$ cat config.mk
export PLATFORM = sky130hd
export DESIGN_NAME = keypad_scan_fifo
export DESIGN_NICKNAME = d
export VERILOG_FILES = /design/src/rtl/keypad_pkg.sv /design/src/rtl/key_fifo.sv /design/src/rtl/keypad_scan_fifo.sv
export SDC_FILE = /design/constraint.sdc
export NUM_CORES = 1
export LEC_CHECK = 0
export ABC_AREA = 1
export CELL_PAD_IN_SITES_DETAIL_PLACEMENT = 2
export CELL_PAD_IN_SITES_GLOBAL_PLACEMENT = 2
export CORE_MARGIN = 4
export CORE_UTILIZATION = 24
export DETAILED_ROUTE_END_ITERATION = 10
export PLACE_DENSITY_LB_ADDON = 0.3
export SYNTH_ARGS = -nofsm -noshare
export SYNTH_HDL_FRONTEND = slang
export SYNTH_SLANG_ARGS = --single-unit
$ cat constraint.sdc
create_clock -name clk -period 5 [get_ports clk]
set_clock_uncertainty 0.1 [all_clocks]
set_input_delay 0.5 -clock clk [delete_from_list [all_inputs] [get_ports clk]]
set_output_delay 0.5 -clock clk [all_outputs]
set_load 0.05 [all_outputs]
$ cat src/rtl/keypad_pkg.sv
// Shared types and default sizing for the doorlock keypad scanner.
package keypad_pkg;

  typedef enum logic [1:0] {RELEASED, PRESS_PEND, HELD, REL_PEND} deb_state_e;
  typedef enum logic [1:0] {NONE, ONE, MULTI} frame_res_e;

  localparam int DEF_N_ROWS         = 4;
  localparam int DEF_N_COLS         = 4;
  localparam int DEF_SCAN_DIV       = 4;
  localparam int DEF_DEBOUNCE_SCANS = 3;
  localparam int DEF_FIFO_DEPTH     = 4;
  localparam int DEF_REPEAT_DELAY   = 20;
  localparam int DEF_REPEAT_RATE    = 5;

endpackage

$ cat src/rtl/key_fifo.sv
// Small synchronous FIFO whose head word and valid flag are registered,
// so the consumer sees a clean output one cycle after the first push.
module key_fifo #(
  parameter int WIDTH = 4,
  parameter int DEPTH = 4
) (
  input  logic                     clk,
  input  logic                     rst,
  input  logic                     push_i,
  input  logic [WIDTH-1:0]         din_i,
  input  logic                     pop_i,
  output logic [WIDTH-1:0]         dout_o,
  output logic                     valid_o,
  output logic [$clog2(DEPTH):0]   count_o,
  output logic                     drop_o
);

  localparam int PW = $clog2(DEPTH);

  logic [WIDTH-1:0] mem_q [DEPTH];
  logic [PW-1:0]    wr_ptr_q, rd_ptr_q, rd_ptr_d;
  logic [PW:0]      count_q, count_d;
  logic [WIDTH-1:0] head_q, head_d;
  logic             valid_q;
  logic             full, do_pop, do_push;

  always_comb begin
    full     = (count_q == (PW+1)'(DEPTH));
    do_pop   = pop_i && (count_q != '0);
    do_push  = push_i && (!full || do_pop);
    rd_ptr_d = rd_ptr_q + PW'(do_pop);
    count_d  = count_q + (PW+1)'(do_push) - (PW+1)'(do_pop);
    head_d   = head_q;
    if (count_d == '0)
      head_d = '0;
    else if ((count_q - (PW+1)'(do_pop)) == '0)
      head_d = din_i;  // word arriving into an otherwise empty FIFO bypasses storage
    else
      head_d = mem_q[rd_ptr_d];
  end

  always_ff @(posedge clk) begin
    if (rst) begin
      wr_ptr_q <= '0;
      rd_ptr_q <= '0;
      count_q  <= '0;
      head_q   <= '0;
      valid_q  <= 1'b0;
    end else begin
      if (do_push) wr_ptr_q <= wr_ptr_q + PW'(1);
      rd_ptr_q <= rd_ptr_d;
      count_q  <= count_d;
      head_q   <= head_d;
      valid_q  <= (count_d != '0);
    end
  end

  always_ff @(posedge clk) begin
    if (do_push) mem_q[wr_ptr_q] <= din_i;
  end

  assign dout_o  = head_q;
  assign valid_o = valid_q;
  assign count_o = count_q;
  assign drop_o  = push_i && full && !do_pop;

endmodule

$ cat src/rtl/keypad_scan_fifo.sv
// Keypad matrix scanner with per-frame debounce, ghost-key rejection and key FIFO.
// Optional auto-repeat of a held key is built when AUTO_REPEAT_EN is defined.
module keypad_scan_fifo
  import keypad_pkg::*;
#(
  parameter int N_ROWS         = DEF_N_ROWS,
  parameter int N_COLS         = DEF_N_COLS,
  parameter int SCAN_DIV       = DEF_SCAN_DIV,
  parameter int DEBOUNCE_SCANS = DEF_DEBOUNCE_SCANS,
  parameter int FIFO_DEPTH     = DEF_FIFO_DEPTH
`ifdef AUTO_REPEAT_EN
  , parameter int REPEAT_DELAY = DEF_REPEAT_DELAY
  , parameter int REPEAT_RATE  = DEF_REPEAT_RATE
`endif
  , localparam int CODE_W      = $clog2(N_ROWS*N_COLS)
) (
  input  logic                          clk,
  input  logic                          rst,
  input  logic [N_COLS-1:0]             col_matrix,
  output logic [N_ROWS-1:0]             lin_matrix,
  output logic [CODE_W-1:0]             key_code,
  output logic                          key_valid,
  input  logic                          key_ready,
  output logic [$clog2(FIFO_DEPTH):0]   fifo_count,
  output logic                          overflow,
  input  logic                          clr_ovf
);

  localparam int RW = $clog2(N_ROWS);
  localparam int DW = $clog2(SCAN_DIV);
  localparam int CW = $clog2(DEBOUNCE_SCANS+1);
  localparam logic [CW-1:0] CNT_MAX = CW'(DEBOUNCE_SCANS);

  logic [RW-1:0]     row_q;
  logic [DW-1:0]     dwell_q;
  logic              sample, frame_end;
  logic [1:0]        row_n, acc_n_q, tot_n;
  logic [2:0]        sum_n;
  logic [CODE_W-1:0] row_code, acc_code_q, tot_code;
  frame_res_e        res;
  logic              match;
  deb_state_e        st_q, st_d;
  logic [CW-1:0]     cnt_q, cnt_d, cnt_inc;
  logic [CODE_W-1:0] cand_q, cand_d;
  logic              push, push_all, drop;
  logic              ovf_q;

  assign sample     = (dwell_q == DW'(SCAN_DIV-1));
  assign frame_end  = sample && (row_q == RW'(N_ROWS-1));
  assign lin_matrix = ~(N_ROWS'(1) << row_q);

  always_ff @(posedge clk) begin
    if (rst) begin
      row_q   <= '0;
      dwell_q <= '0;
    end else if (sample) begin
      dwell_q <= '0;
      row_q   <= frame_end ? '0 : row_q + RW'(1);
    end else begin
      dwell_q <= dwell_q + DW'(1);
    end
  end

  // Per-row column decode, saturating key count at 2 (anything above is MULTI)
  always_comb begin
    row_n    = 2'd0;
    row_code = '0;
    for (int c = 0; c < N_COLS; c++) begin
      if (!col_matrix[c]) begin
        if (row_n == 2'd0) row_code = CODE_W'(int'(row_q) * N_COLS + c);
        if (row_n != 2'd2) row_n = row_n + 2'd1;
      end
    end
    sum_n    = {1'b0, acc_n_q} + {1'b0, row_n};
    tot_n    = (sum_n >= 3'd2) ? 2'd2 : sum_n[1:0];
    tot_code = (acc_n_q == 2'd0) ? row_code : acc_code_q;
    res      = (tot_n == 2'd0) ? NONE : (tot_n == 2'd1) ? ONE : MULTI;
    match    = (res == ONE) && (tot_code == cand_q);
    cnt_inc  = cnt_q + CW'(1);
  end

  always_ff @(posedge clk) begin
    if (rst) acc_n_q <= 2'd0;
    else if (sample) acc_n_q <= frame_end ? 2'd0 : tot_n;
  end

  always_ff @(posedge clk) begin
    if (sample) acc_code_q <= tot_code;
  end

  always_comb begin
    st_d   = st_q;
    cnt_d  = cnt_q;
    cand_d = cand_q;
    push   = 1'b0;
    if (frame_end) begin
      case (st_q)
        RELEASED: if (res == ONE) begin
          cand_d = tot_code;
          cnt_d  = CW'(1);
          if (DEBOUNCE_SCANS == 1) begin
            push = 1'b1;
            st_d = HELD;
          end else begin
            st_d = PRESS_PEND;
          end
        end
        PRESS_PEND: begin
          if (match) begin
            cnt_d = cnt_inc;
            if (cnt_inc == CNT_MAX) begin
              push = 1'b1;
              st_d = HELD;
            end
          end else if (res == ONE) begin
            cand_d = tot_code;
            cnt_d  = CW'(1);
          end else begin
            st_d = RELEASED;
          end
        end
        HELD: if (res == NONE) begin
          cnt_d = CW'(1);
          st_d  = (DEBOUNCE_SCANS == 1) ? RELEASED : REL_PEND;
        end
        REL_PEND: begin
          if (res == NONE) begin
            cnt_d = cnt_inc;
            if (cnt_inc == CNT_MAX) st_d = RELEASED;
          end else begin
            st_d = HELD;
          end
        end
        default: st_d = RELEASED;
      endcase
    end
  end

  always_ff @(posedge clk) begin
    if (rst) begin
      st_q  <= RELEASED;
      cnt_q <= '0;
    end else begin
      st_q  <= st_d;
      cnt_q <= cnt_d;
    end
  end

  always_ff @(posedge clk) begin
    cand_q <= cand_d;
  end

`ifdef AUTO_REPEAT_EN
  localparam int RMAX = (REPEAT_DELAY > REPEAT_RATE) ? REPEAT_DELAY : REPEAT_RATE;
  localparam int RPW  = $clog2(RMAX+1);

  logic [RPW-1:0] rep_q, rep_d;
  logic           armed_q, armed_d, rep_push;

  // First repeat waits REPEAT_DELAY frames, later ones REPEAT_RATE frames
  always_comb begin
    rep_d    = rep_q;
    armed_d  = armed_q;
    rep_push = 1'b0;
    if (st_q != HELD || st_d != HELD) begin
      rep_d   = '0;
      armed_d = 1'b0;
    end else if (frame_end && match) begin
      rep_d = rep_q + RPW'(1);
      if (rep_d == (armed_q ? RPW'(REPEAT_RATE) : RPW'(REPEAT_DELAY))) begin
        rep_push = 1'b1;
        rep_d    = '0;
        armed_d  = 1'b1;
      end
    end
  end

  always_ff @(posedge clk) begin
    if (rst) begin
      rep_q   <= '0;
      armed_q <= 1'b0;
    end else begin
      rep_q   <= rep_d;
      armed_q <= armed_d;
    end
  end

  assign push_all = push || rep_push;
`else
  assign push_all = push;
`endif

  key_fifo #(
    .WIDTH (CODE_W),
    .DEPTH (FIFO_DEPTH)
  ) u_fifo (
    .clk     (clk),
    .rst     (rst),
    .push_i  (push_all),
    .din_i   (tot_code),
    .pop_i   (key_ready),
    .dout_o  (key_code),
    .valid_o (key_valid),
    .count_o (fifo_count),
    .drop_o  (drop)
  );

  // A drop in the same cycle as clr_ovf keeps the flag set
  always_ff @(posedge clk) begin
    if (rst) ovf_q <= 1'b0;
    else if (drop) ovf_q <= 1'b1;
    else if (clr_ovf) ovf_q <= 1'b0;
  end

  assign overflow = ovf_q;

endmodule

# After elaboration in Yosys (flattened, before gate mapping)

Memory sizes are Yosys's and may differ from the RTL's.
Cells that the tools add are included.

Register bits after elaboration: 31
Bits in writable memories: 16
Input bits: 8
Output and inout port bits: 13
Memories kept: 1

Memories:

| name         | depth | bits a word | read ports | clocked after memory_dff | wr ports | RTL line       | source |
|---|---|---|---|---|---|---|---|
| u_fifo.mem_q | 4     | 4           | 1          | 0                        | 1        | key_fifo.sv:20 | `logic [WIDTH-1:0] mem_q [DEPTH];` |

Add/sub/neg operators: 15
Order comparisons: 1
Equality and inequality tests: 20
Shift-type cells: 1
Multiplexer cells: 45
Bitwise gates (word level): 1
Reductions and logical operators: 27

Operators by type and width:

| kind                                            | count |
|---|---|
| 2-to-1 mux 2 bit                                | 22 |
| 2-to-1 mux 4 bit                                | 11 |
| one-hot mux 2 bit (4 select lines)              | 2 |
| adder 2 x 1 -> 2 bit, second input constant     | 7 |
| logical NOT 2 bit                               | 7 |
| inequality test 2 bit, second input constant    | 7 |
| == test 2 bit, second input constant            | 5 |
| 2-to-1 mux 1 bit                                | 9 |
| inequality test 3 bit, second input constant    | 3 |
| adder 4 x 2 -> 4 bit, second input constant     | 2 |
| one-hot mux 4 bit (2 select lines)              | 1 |
| == test 2 x 1 -> 1 bit, second input constant   | 3 |
| logical AND 1 bit                               | 6 |
| logical NOT 3 bit                               | 2 |
| AND reduction 3 bit                             | 2 |
| AND reduction 6 bit                             | 1 |
| nonzero test 3 bit                              | 2 |
| subtractor 3 x 1 -> 3 bit                       | 2 |
| adder 4 x 1 -> 4 bit, second input constant     | 1 |
| == test 4 bit                                   | 1 |
| inverter 4 bit                                  | 1 |
| nonzero test 2 bit                              | 2 |
| OR reduction 2 bit                              | 2 |
| left shift 1 x 2 -> 4 bit, first input constant | 1 |
| 7 further kinds                                 | 8 |

# Logic depth before layout (Yosys ltp)

Gate-level depths: netlist (run 1).

Depth after elaboration: 26
Depth in mapped cells: 25
Depth with buffers taken out: 25

# Hierarchy

A second synthesis (run 1) with hierarchy kept.

Cells, all modules: 313
Area total of the unflattened synthesis: 2618.8 µm²

Modules (own cells, without submodules):

| module           | instances | cells an instance | area an instance (µm²) | sequential area each (µm²) |
|---|---|---|---|---|
| key_fifo         | 1         | 153               | 1328.8                 | 720.7 |
| keypad_scan_fifo | 1         | 160               | 1290.0                 | 460.4 |

# Least setup slack after synthesis (run 1)

No wires, ideal clock.

Path type: input to register
From: input port col_matrix[0]
To: register u_fifo.head_q[2], in the netlist u_fifo.dout_o[2]
Library setup time: 0.116 ns
Arrival time: 3.767 ns
Slack: 1.016 ns
Stages: 22
Cell sequence: inv_1 -> ha_1 -> o21ai_0 -> ha_1 -> nand2_1 -> o21ai_0 -> ha_1 -> inv_1 -> fa_1 -> nand2_1 -> nor2_1 -> nand2_1 -> nor2_1 -> nand4_2 -> nor2_2 -> ha_1 -> fa_1 -> inv_1 -> nand3_1 -> nand2_1 -> inv_1 -> o211a_1

Cells in the longest elaborated chain, start to end: 26

RTL lines:

| item                                                                 | RTL line               | source |
|---|---|---|
| from (decl)                                                          | keypad_scan_fifo.sv:19 | `input logic [N_COLS-1:0] col_matrix,` |
| 2-to-1 mux 1 bit                                                     | keypad_scan_fifo.sv:69 | `if (!col_matrix[c]) begin` |
| adder 2 x 1 -> 2 bit / inequality test 2 bit (equally long branches) | keypad_scan_fifo.sv:71 | `if (row_n != 2'd2) row_n = row_n + 2'd1;` |
| 2-to-1 mux 2 bit                                                     | keypad_scan_fifo.sv:71 |  |
| 2-to-1 mux 2 bit                                                     | keypad_scan_fifo.sv:69 |  |
| adder 2 x 1 -> 2 bit / inequality test 2 bit (equally long branches) | keypad_scan_fifo.sv:71 |  |
| 2-to-1 mux 2 bit                                                     | keypad_scan_fifo.sv:71 |  |
| 2-to-1 mux 2 bit                                                     | keypad_scan_fifo.sv:69 |  |
| adder 2 x 1 -> 2 bit / inequality test 2 bit (equally long branches) | keypad_scan_fifo.sv:71 |  |
| (+12 left out)                                                       | --                     |  |
| 2-to-1 mux 1 bit (*)                                                 | keypad_scan_fifo.sv:96 | `if (frame_end) begin` |
| logical AND 1 bit (*)                                                | key_fifo.sv:30         | `do_push = push_i && (!full \|\| do_pop);` |
| via u_fifo.do_push                                                   | key_fifo.sv:25         | `logic full, do_pop, do_push;` |
| adder 3 x 1 -> 3 bit (*)                                             | key_fifo.sv:32         | `count_d = count_q + (PW+1)'(do_push) - (PW+1)'(do_pop);` |
| subtractor 3 x 1 -> 3 bit (*)                                        | key_fifo.sv:32         |  |
| via u_fifo.count_d[1]                                                | key_fifo.sv:22         | `logic [PW:0] count_q, count_d;` |
| logical NOT 3 bit (*)                                                | key_fifo.sv:34         | `if (count_d == '0)` |
| OR reduction 2 bit (no line) (*)                                     | --                     |  |
| to (signal assigned)                                                 | key_fifo.sv:47         | `head_q <= '0;` |
| to (signal assigned)                                                 | key_fifo.sv:53         | `head_q <= head_d;` |
| to (decl)                                                            | key_fifo.sv:23         | `logic [WIDTH-1:0] head_q, head_d;` |

The timed path passes the listed nets; every way through them passes the cells marked *.
A chain may end at the register's enable or synchronous reset.

# Worst setup path after layout (run 1)

Same ends and word-level chain as after synthesis.

==> results.md, run 1 <==
- Fin crit share: 88.5%
- Final worst setup slack: 0.576 ns
- Antenna Violating Nets Remaining: 0
- Switching share of power: 39.6%
- DR vias: 1,979
- Largest cells by area after synthesis: edfxtp_1 28%, dfxtp_1 18%, ha_1 11%
- PD cells: 405 nW/um^2
- First-pass GRT wire length: 10,500 microns
- Fin util: 29.6%
- Reg-to-Reg Start: acc_n_q[0]
- Count leader, synth: nand2_1
- Crit path launch type: input port
- Synth top area share: 28.0%
- #FFs+latches synth: 47
- Reg2reg path depth: 16
- NetSw: 0.491 mW
- Crit path max fanout: 5
- Hold slack: 0.336 ns
- CTS buffer count: 5
- CTS tree: done
- Min Tclk post-route: 4.42 ns
- Worst path required time: 5.12 ns
- RSZ-0062 raised after global routing: false
- Longest Clk Path Bufs: 2
- Worst path most repeated cell: nand2_1
- Core box area: 10,400 sq um
- Reg-to-reg slack, setup: 1.78 ns
- Hold Crit Class: reg -> reg
- Nets@finish: 354
- Sequential share of the synthesized area: 45.9%
- Port bufs: 20
- Hold Crit Depth: 1
- Yosys cell types: 36
- Violation count after the first detailed-route iteration: 56
- Logic gate share of total power: 39.3%
- Largest net degree at the start of global routing: 17
- Power share of the sequential group: 36.7%
- I/O pin count: 21
- Overall die height: 112 microns
- P_leak: 1.31 nW
- Worst R2R End: u_fifo.dout_o[2]
- Fin. Hold Viols: 0
- Status: complete, no violations
- Achievable clock frequency: 0.226 GHz
- First-pass iteration count of the detailed router: 4
- Full die area: 12,500 sq um
- Synth area leader: edfxtp_1
- Number of global-route vias before repair: 2,161
- Async SR Flop Fraction: 0%
- CP max-delay cell: clkdlybuf4s50_1
- Worst-Margin Slew: 0.929 ns
- Half-perimeter wire length after detailed placement: 4940 microns
- Int Pwr: 0.750 mW
- Gate Count Post-Synth: 294
- Post-synth top flop: edfxtp_1
- Hold worst-path end: dwell_q[0]
- CP arrival: 4.54 ns
- Cells after DPL: 450
- Placer congestion estimate: 0.735
- Synth cell count leaders: 59 x nand2_1, 49 x inv_1, 29 x nor2_1, 24 x edfxtp_1
- Layout Cells excl Fill: 458
- Die X: 112 microns
- Post-Syn Area: 2570 sq um
- Slew HR: 37.6%
- CTS Hold Buffers Added: 0
- Worst-path clk slew: 0.10 ns
- Avg Vias per Cell: 4.32
- Clock Latency Late Sink: 0.31 ns
- Total of fill cells in the finished design: 1,200
- Mapped Avg Cell Area: 8.76 sq um
- Max-cap viol count: 0
- Syn nets: 327
- CP Capture Type: flip-flop
- Crit path kind: in -> reg
- Hold path startpoint: dwell_q[0]
- Fraction of layout cells with a size suffix above 1: 10.6%
- Final Max Slew Viols: 0
- Max VDD drop: 0.126 mV
- Clock power share: 24.0%
- Remaining DRCs: 0
- N_diodes: 0
- Rows: 37
- DR WL/cell: 13.3 microns
- GR Util All Layers: 10.5%
- Setup TNS: 0 ns
- Routed wire length: 6110 microns
- Antenna violations before repair: 0
- Setup Slack @ Placement: 0.125 ns
- GRT overflow: 0
- Post-synth EDFFs: 24
- Root Driver: clkbuf_8
- Setup Viol. Count Final: 0
- Synth-to-Final Area Change: 19.2%
- # clock sinks: 47
- YS warnings: 0
- Initial core utilization: 24.8%
- Crit path largest cell delay: 0.56 ns
- CTS H-Tree Depth: 2
==> power groups by stage <==
stage               combinational (mW)  sequential, mW  clock, mW
floorplan                        0.273           0.534          0
global placement                 0.485           0.465          0
detailed placement               0.501           0.466          0
CTS                              0.503           0.457      0.312
global route                     0.554           0.461      0.327
finish                           0.487           0.456      0.299
==> flip-flops by register name (all words and copies together), names as in the netlist <==
register and flops:
u_fifo.mem_q 16, acc_code_q 4, cand_q 4, u_fifo.dout_o 4
u_fifo.count_o 3, acc_n_q 2, cnt_q 2, dwell_q 2
row_q 2, st_q 2, u_fifo.rd_ptr_q 2, u_fifo.wr_ptr_q 2
overflow 1, u_fifo.valid_o 1
==> cell families (layout without fill, tap and decap cells) <==
kind of cell	Yosys count	count (layout)	share of synthesized area [%]
DFF	47	47	45.9
AOI/OAI and AO/OA	30	30	6.80
buffers and inverters	54	82	7.87
xor gates and xnor gates	2	2	0.680
and+or+nand+nor	136	136	26.0
adders and majority gates	25	25	12.7
==> worst max-delay path by stage <==
stage                        startpoint               end
final                     col_matrix[0]  u_fifo.dout_o[2]
after detailed placement  col_matrix[0]  u_fifo.dout_o[2]
after floorplan           col_matrix[0]  u_fifo.dout_o[2]
after CTS                 col_matrix[0]  u_fifo.dout_o[2]
after global routing      col_matrix[0]  u_fifo.dout_o[2]
after global placement    col_matrix[0]  u_fifo.dout_o[2]
==> cell usage in the layout, fill, tap and decap left out, types with 2 or more instances in the layout <==
cell type,count
nand2_1,59
inv_1,49
nor2_1,29
edfxtp_1,24
ha_1,23
dfxtp_1,23
clkdlybuf4s50_1,20
nand3_1,18
a21oi_1,11
o21ai_0,9
nand2_2,8
clkbuf_8,5
nor3_1,3
inv_2,3
nor2_4,3
nor2_2,3
a31oi_1,3
nand3b_1,2
xnor2_1,2
fa_1,2
buf_4,2
==> critical path: cells and delay by family <==
family,cells,cell delay (ns)
AOI/OAI and AO/OA,2,0.21
buffers and inverters,6,0.92
and+or+nand+nor,11,1.21
adders and majority gates,6,1.69
==> per-stage QoR <==
stage / power, mW / instance area, sq um
after floorplan: 0.807 / 2570
after global placement: 0.950 / 2950
after detailed placement: 0.966 / 2950
after CTS: 1.27 / 3070
after global routing: 1.34 / 3070
final: 1.24 / 3070
==> what timing repair did <==
item	4_1_cts	5_1_grt
endpoints found under the setup margin	0	1
resized for setup	0	1
setup buffers	0	0
==> final cells by class <==
class                      count  area, sq um  area share (%)
tap                          136          170            5.54
sequential                    47         1180            38.5
clock inverter                 3         47.5            1.55
inverter                      52          195            6.36
multi-input combinational    193         1190            38.8
timing repair buffer          22          215            7.01
clock buffer                   5         68.8            2.24
==> layer usage <==
layer  track usage (%)  wire length, microns  up-vias  share of wire [%]
li1                  -                     -     1001                  -
met1              12.8                  2870      955                 47
met2              18.5                  3020       15                 49
met3              1.85                   119        8                1.9
met4              4.14                   101        0                1.7
met5                 0                     0        -                  0
Note: power is estimated with default switching activity, not from simulation.
==> run 2, diff against run 1 <==
--- a/config.mk
+++ b/config.mk
@@ -11,7 +11,7 @@
 export CORE_MARGIN = 4
 export CORE_UTILIZATION = 24
 export DETAILED_ROUTE_END_ITERATION = 10
-export PLACE_DENSITY_LB_ADDON = 0.3
+export PLACE_DENSITY = 0.65
 export SYNTH_ARGS = -nofsm -noshare
 export SYNTH_HDL_FRONTEND = slang
 export SYNTH_SLANG_ARGS = --single-unit
==> results.md, run 2 (synthesis gave the netlist of run 1 again) <==
- Status: complete, no violations (unchanged)
- Setup Slack @ Placement: 0.0482 ns (was 0.125 ns)
- Min Tclk post-route: 4.58 ns (was 4.42 ns)
- Cell area after layout: 3070 sq um (about the same)
- CTS Hold Buffers Added: 0 (unchanged)
- Most common cell after layout, fill and taps aside: nand2_1 (unchanged)
- Final worst setup slack: 0.416 ns (was 0.576 ns)
- Slew HR: 53.3% (was 37.6%)
- Setup TNS: 0 ns (unchanged)
- Avg Vias per Cell: 4.32 (about the same)
- CP Capture Type: flip-flop (unchanged)
- Full die area: 12,500 sq um (unchanged)
- Clock power share: 22.4% (was 24.0%)
- Antenna Violating Nets Remaining: 0 (unchanged)
- Die X: 112 microns (unchanged)
- Violation count after the first detailed-route iteration: 23 (was 56)
- Worst R2R End: u_fifo.dout_o[2] (unchanged)
- Synth-to-Final Area Change: 19.2% (about the same)
- Hold Crit Class: reg -> reg (unchanged)
- RSZ-0062 raised after global routing: false (unchanged)
- CP max-delay cell: clkdlybuf4s50_1 (unchanged)
- Switching share of power: 40.2% (was 39.6%)
- NetSw: 0.491 mW (about the same)
- Hold worst-path end: dwell_q[0] (unchanged)
- Worst-path cell chain: clkdlybuf4s50_1, inv_1, ha_1, o21ai_0, ha_1, nand2_1, o21ai_0, ha_1, inv_1, fa_1, nand2_1, nor2_1, nand2_1, nor2_1, nand4_2, nor2_2, ha_1, fa_1, inv_1, nand3_1, nand2_1, inv_1, o211a_1
- I/O pin count: 21 (unchanged)
- Remaining DRCs: 0 (unchanged)
- GR Util All Layers: 10.4% (was 10.5%)
- Int Pwr: 0.730 mW (was 0.750 mW)
- Max FFs per register: 16 (unchanged)
- Reg-to-reg slack, setup: 1.76 ns (was 1.78 ns)
- Power share of the sequential group: 37.4% (was 36.7%)
- Largest net degree at the start of global routing: 17 (unchanged)
- Core box area: 10,400 sq um (unchanged)
- Hold path startpoint: dwell_q[0] (unchanged)
- Fin. Hold Viols: 0 (unchanged)
- # clock sinks: 47 (unchanged)
- Hold Crit Depth: 1 (unchanged)
- Commonest non-fill, non-tap cells in the layout: 59 x nand2_1, 49 x inv_1, 29 x nor2_1 (unchanged)
- Initial core utilization: 24.8% (unchanged)
- Top reg by flops: u_fifo.mem_q (unchanged)
- Port bufs: 20 (unchanged)
- Crit path kind: in -> reg (unchanged)
- Resized Gates After CTS: 0 (unchanged)
- Fraction of layout cells with a size suffix above 1: 10.8% (was 10.6%)
- DR WL/cell: 13.4 microns (was 13.3 microns)
- GRT overflow: 0 (unchanged)
- P_leak: 1.30 nW (was 1.31 nW)
- Worst-Margin Slew: 0.695 ns (was 0.929 ns)
- DR vias: 1,982 (was 1,979)
- Reg-to-Reg Start: acc_n_q[0] (unchanged)
- Fin crit share: 91.7% (was 88.5%)
- Reg2reg path depth: 16 (unchanged)
- Overall die height: 112 microns (unchanged)
- Post-CTS Setup Bufs: 0 (unchanged)
- Antenna violations before repair: 0 (unchanged)
- Number of global-route vias before repair: 2,185 (was 2,161)
- Rows: 37 (unchanged)
- Placer congestion estimate: 0.700 (was 0.735)
- Half-perimeter wire length after detailed placement: 5010 microns (was 4940 microns)
- Crit path max fanout: 5 (unchanged)
- Longest Clk Path Bufs: 2 (unchanged)
- CP arrival: 4.69 ns (was 4.54 ns)
- Routed wire length: 6150 microns (was 6110 microns)
- N_diodes: 0 (unchanged)
- CTS tree: done (unchanged)
- Clock Latency Late Sink: 0.30 ns (was 0.31 ns)
- Max VDD drop: 0.150 mV (was 0.126 mV)
- Worst path required time: 5.11 ns (was 5.12 ns)
- Achievable clock frequency: 0.218 GHz (was 0.226 GHz)
- Root Driver: clkbuf_8 (unchanged)
- PD cells: 398 nW/um^2 (was 405 nW/um^2)
- Final Max Slew Viols: 0 (unchanged)
- Fin util: 29.6% (about the same)
- CTS H-Tree Depth: 2 (unchanged)
- CTS buffer count: 5 (unchanged)
- Logic gate share of total power: 40.1% (was 39.3%)
- Tot Pwr: 1.22 mW (was 1.24 mW)
- Setup Viol. Count Final: 0 (unchanged)
- Crit path largest cell delay: 0.56 ns (about the same)
- Max-cap viol count: 0 (unchanged)
- First-pass GRT wire length: 10,600 microns (was 10,500 microns)
- Crit path launch type: input port (unchanged)
- Worst-path clk slew: 0.10 ns (about the same)
- Placed Area: 2960 sq um (was 2950 sq um)
- Nets@finish: 355 (was 354)
- First-pass iteration count of the detailed router: 4 (unchanged)
[run 2: cell count changes in the layout (fill, tap and decap cells not counted)]
cell	delta
clkinvlp_4	+1
buf_4	+1
o21ai_1	-1
clkinv_4	-1
o21ai_0	+1
clkbuf_16	+1
bufinv_16	-1
[run 2: through the flow]
stage | hold WS, ns | std cells
3_5_place_dp | 0.323 | 451
5_1_grt | 0.370 | 459
6_report | 0.333 | 459
2_1_floorplan | 0.300 | 294
3_3_place_gp | 0.313 | 451
4_1_cts | 0.337 | 459
[run 2: power by group through the flow]
stage / Clock [mW] / Sequential [mW] / Combinational [mW]
2_1_floorplan: 0 / 0.534 / 0.273
3_3_place_gp: 0 / 0.466 / 0.486
3_5_place_dp: 0 / 0.468 / 0.508
4_1_cts: 0.284 / 0.458 / 0.510
5_1_grt: 0.296 / 0.461 / 0.558
6_report: 0.274 / 0.457 / 0.490
[run 2: how the worst max path moves through the flow]
stage	endpoint	from	slack, ns	depth (start not counted)
2_1_floorplan	u_fifo.dout_o[2]	col_matrix[0]	1.02	22
3_3_place_gp	u_fifo.dout_o[2]	col_matrix[0]	0.30	23
3_5_place_dp	u_fifo.dout_o[2]	col_matrix[0]	0.05	23
4_1_cts	u_fifo.dout_o[2]	col_matrix[0]	0.36	23
5_1_grt	u_fifo.dout_o[2]	col_matrix[0]	0.08	23
6_report	u_fifo.dout_o[2]	col_matrix[0]	0.42	23
[run 2: area by class of cell]
type | count | area (sq um)
Clock buffer | 6 | 93.8
Clock inverter | 2 | 16.3
Fill cell | 1212 | 7300
Inverter | 52 | 195
Multi-Input combinational cell | 193 | 1190
Sequential cell | 47 | 1180
Tap cell | 136 | 170
Timing Repair Buffer | 23 | 223
[run 2: critical path, delay by kind of cell]
family / cells / cell delay (ns)
buf+inv: 5 / 0.82
compound gates: 3 / 0.58
fa+ha+maj: 6 / 1.67
simple gates: 9 / 1.11
[run 2: metal layers]
metal / track usage [%] / vias to the layer above / part of all wire [%]
met5: 0 / - / 0
met4: 2.92 / 0 / 1.3
met3: 1.52 / 7 / 1.5
met2: 19.1 / 13 / 51
met1: 12.7 / 968 / 46
li1: - / 994 / -
==> run 3, diff against run 2 <==
--- a/config.mk
+++ b/config.mk
@@ -11,7 +11,9 @@
 export CORE_MARGIN = 4
 export CORE_UTILIZATION = 24
 export DETAILED_ROUTE_END_ITERATION = 10
+export GPL_ROUTABILITY_DRIVEN = 0
 export PLACE_DENSITY = 0.65
+export SLEW_MARGIN = 0
 export SYNTH_ARGS = -nofsm -noshare
 export SYNTH_HDL_FRONTEND = slang
 export SYNTH_SLANG_ARGS = --single-unit
==> results of run 3 <==
The final DEF is identical to that of run 2; final timing and power are the same.
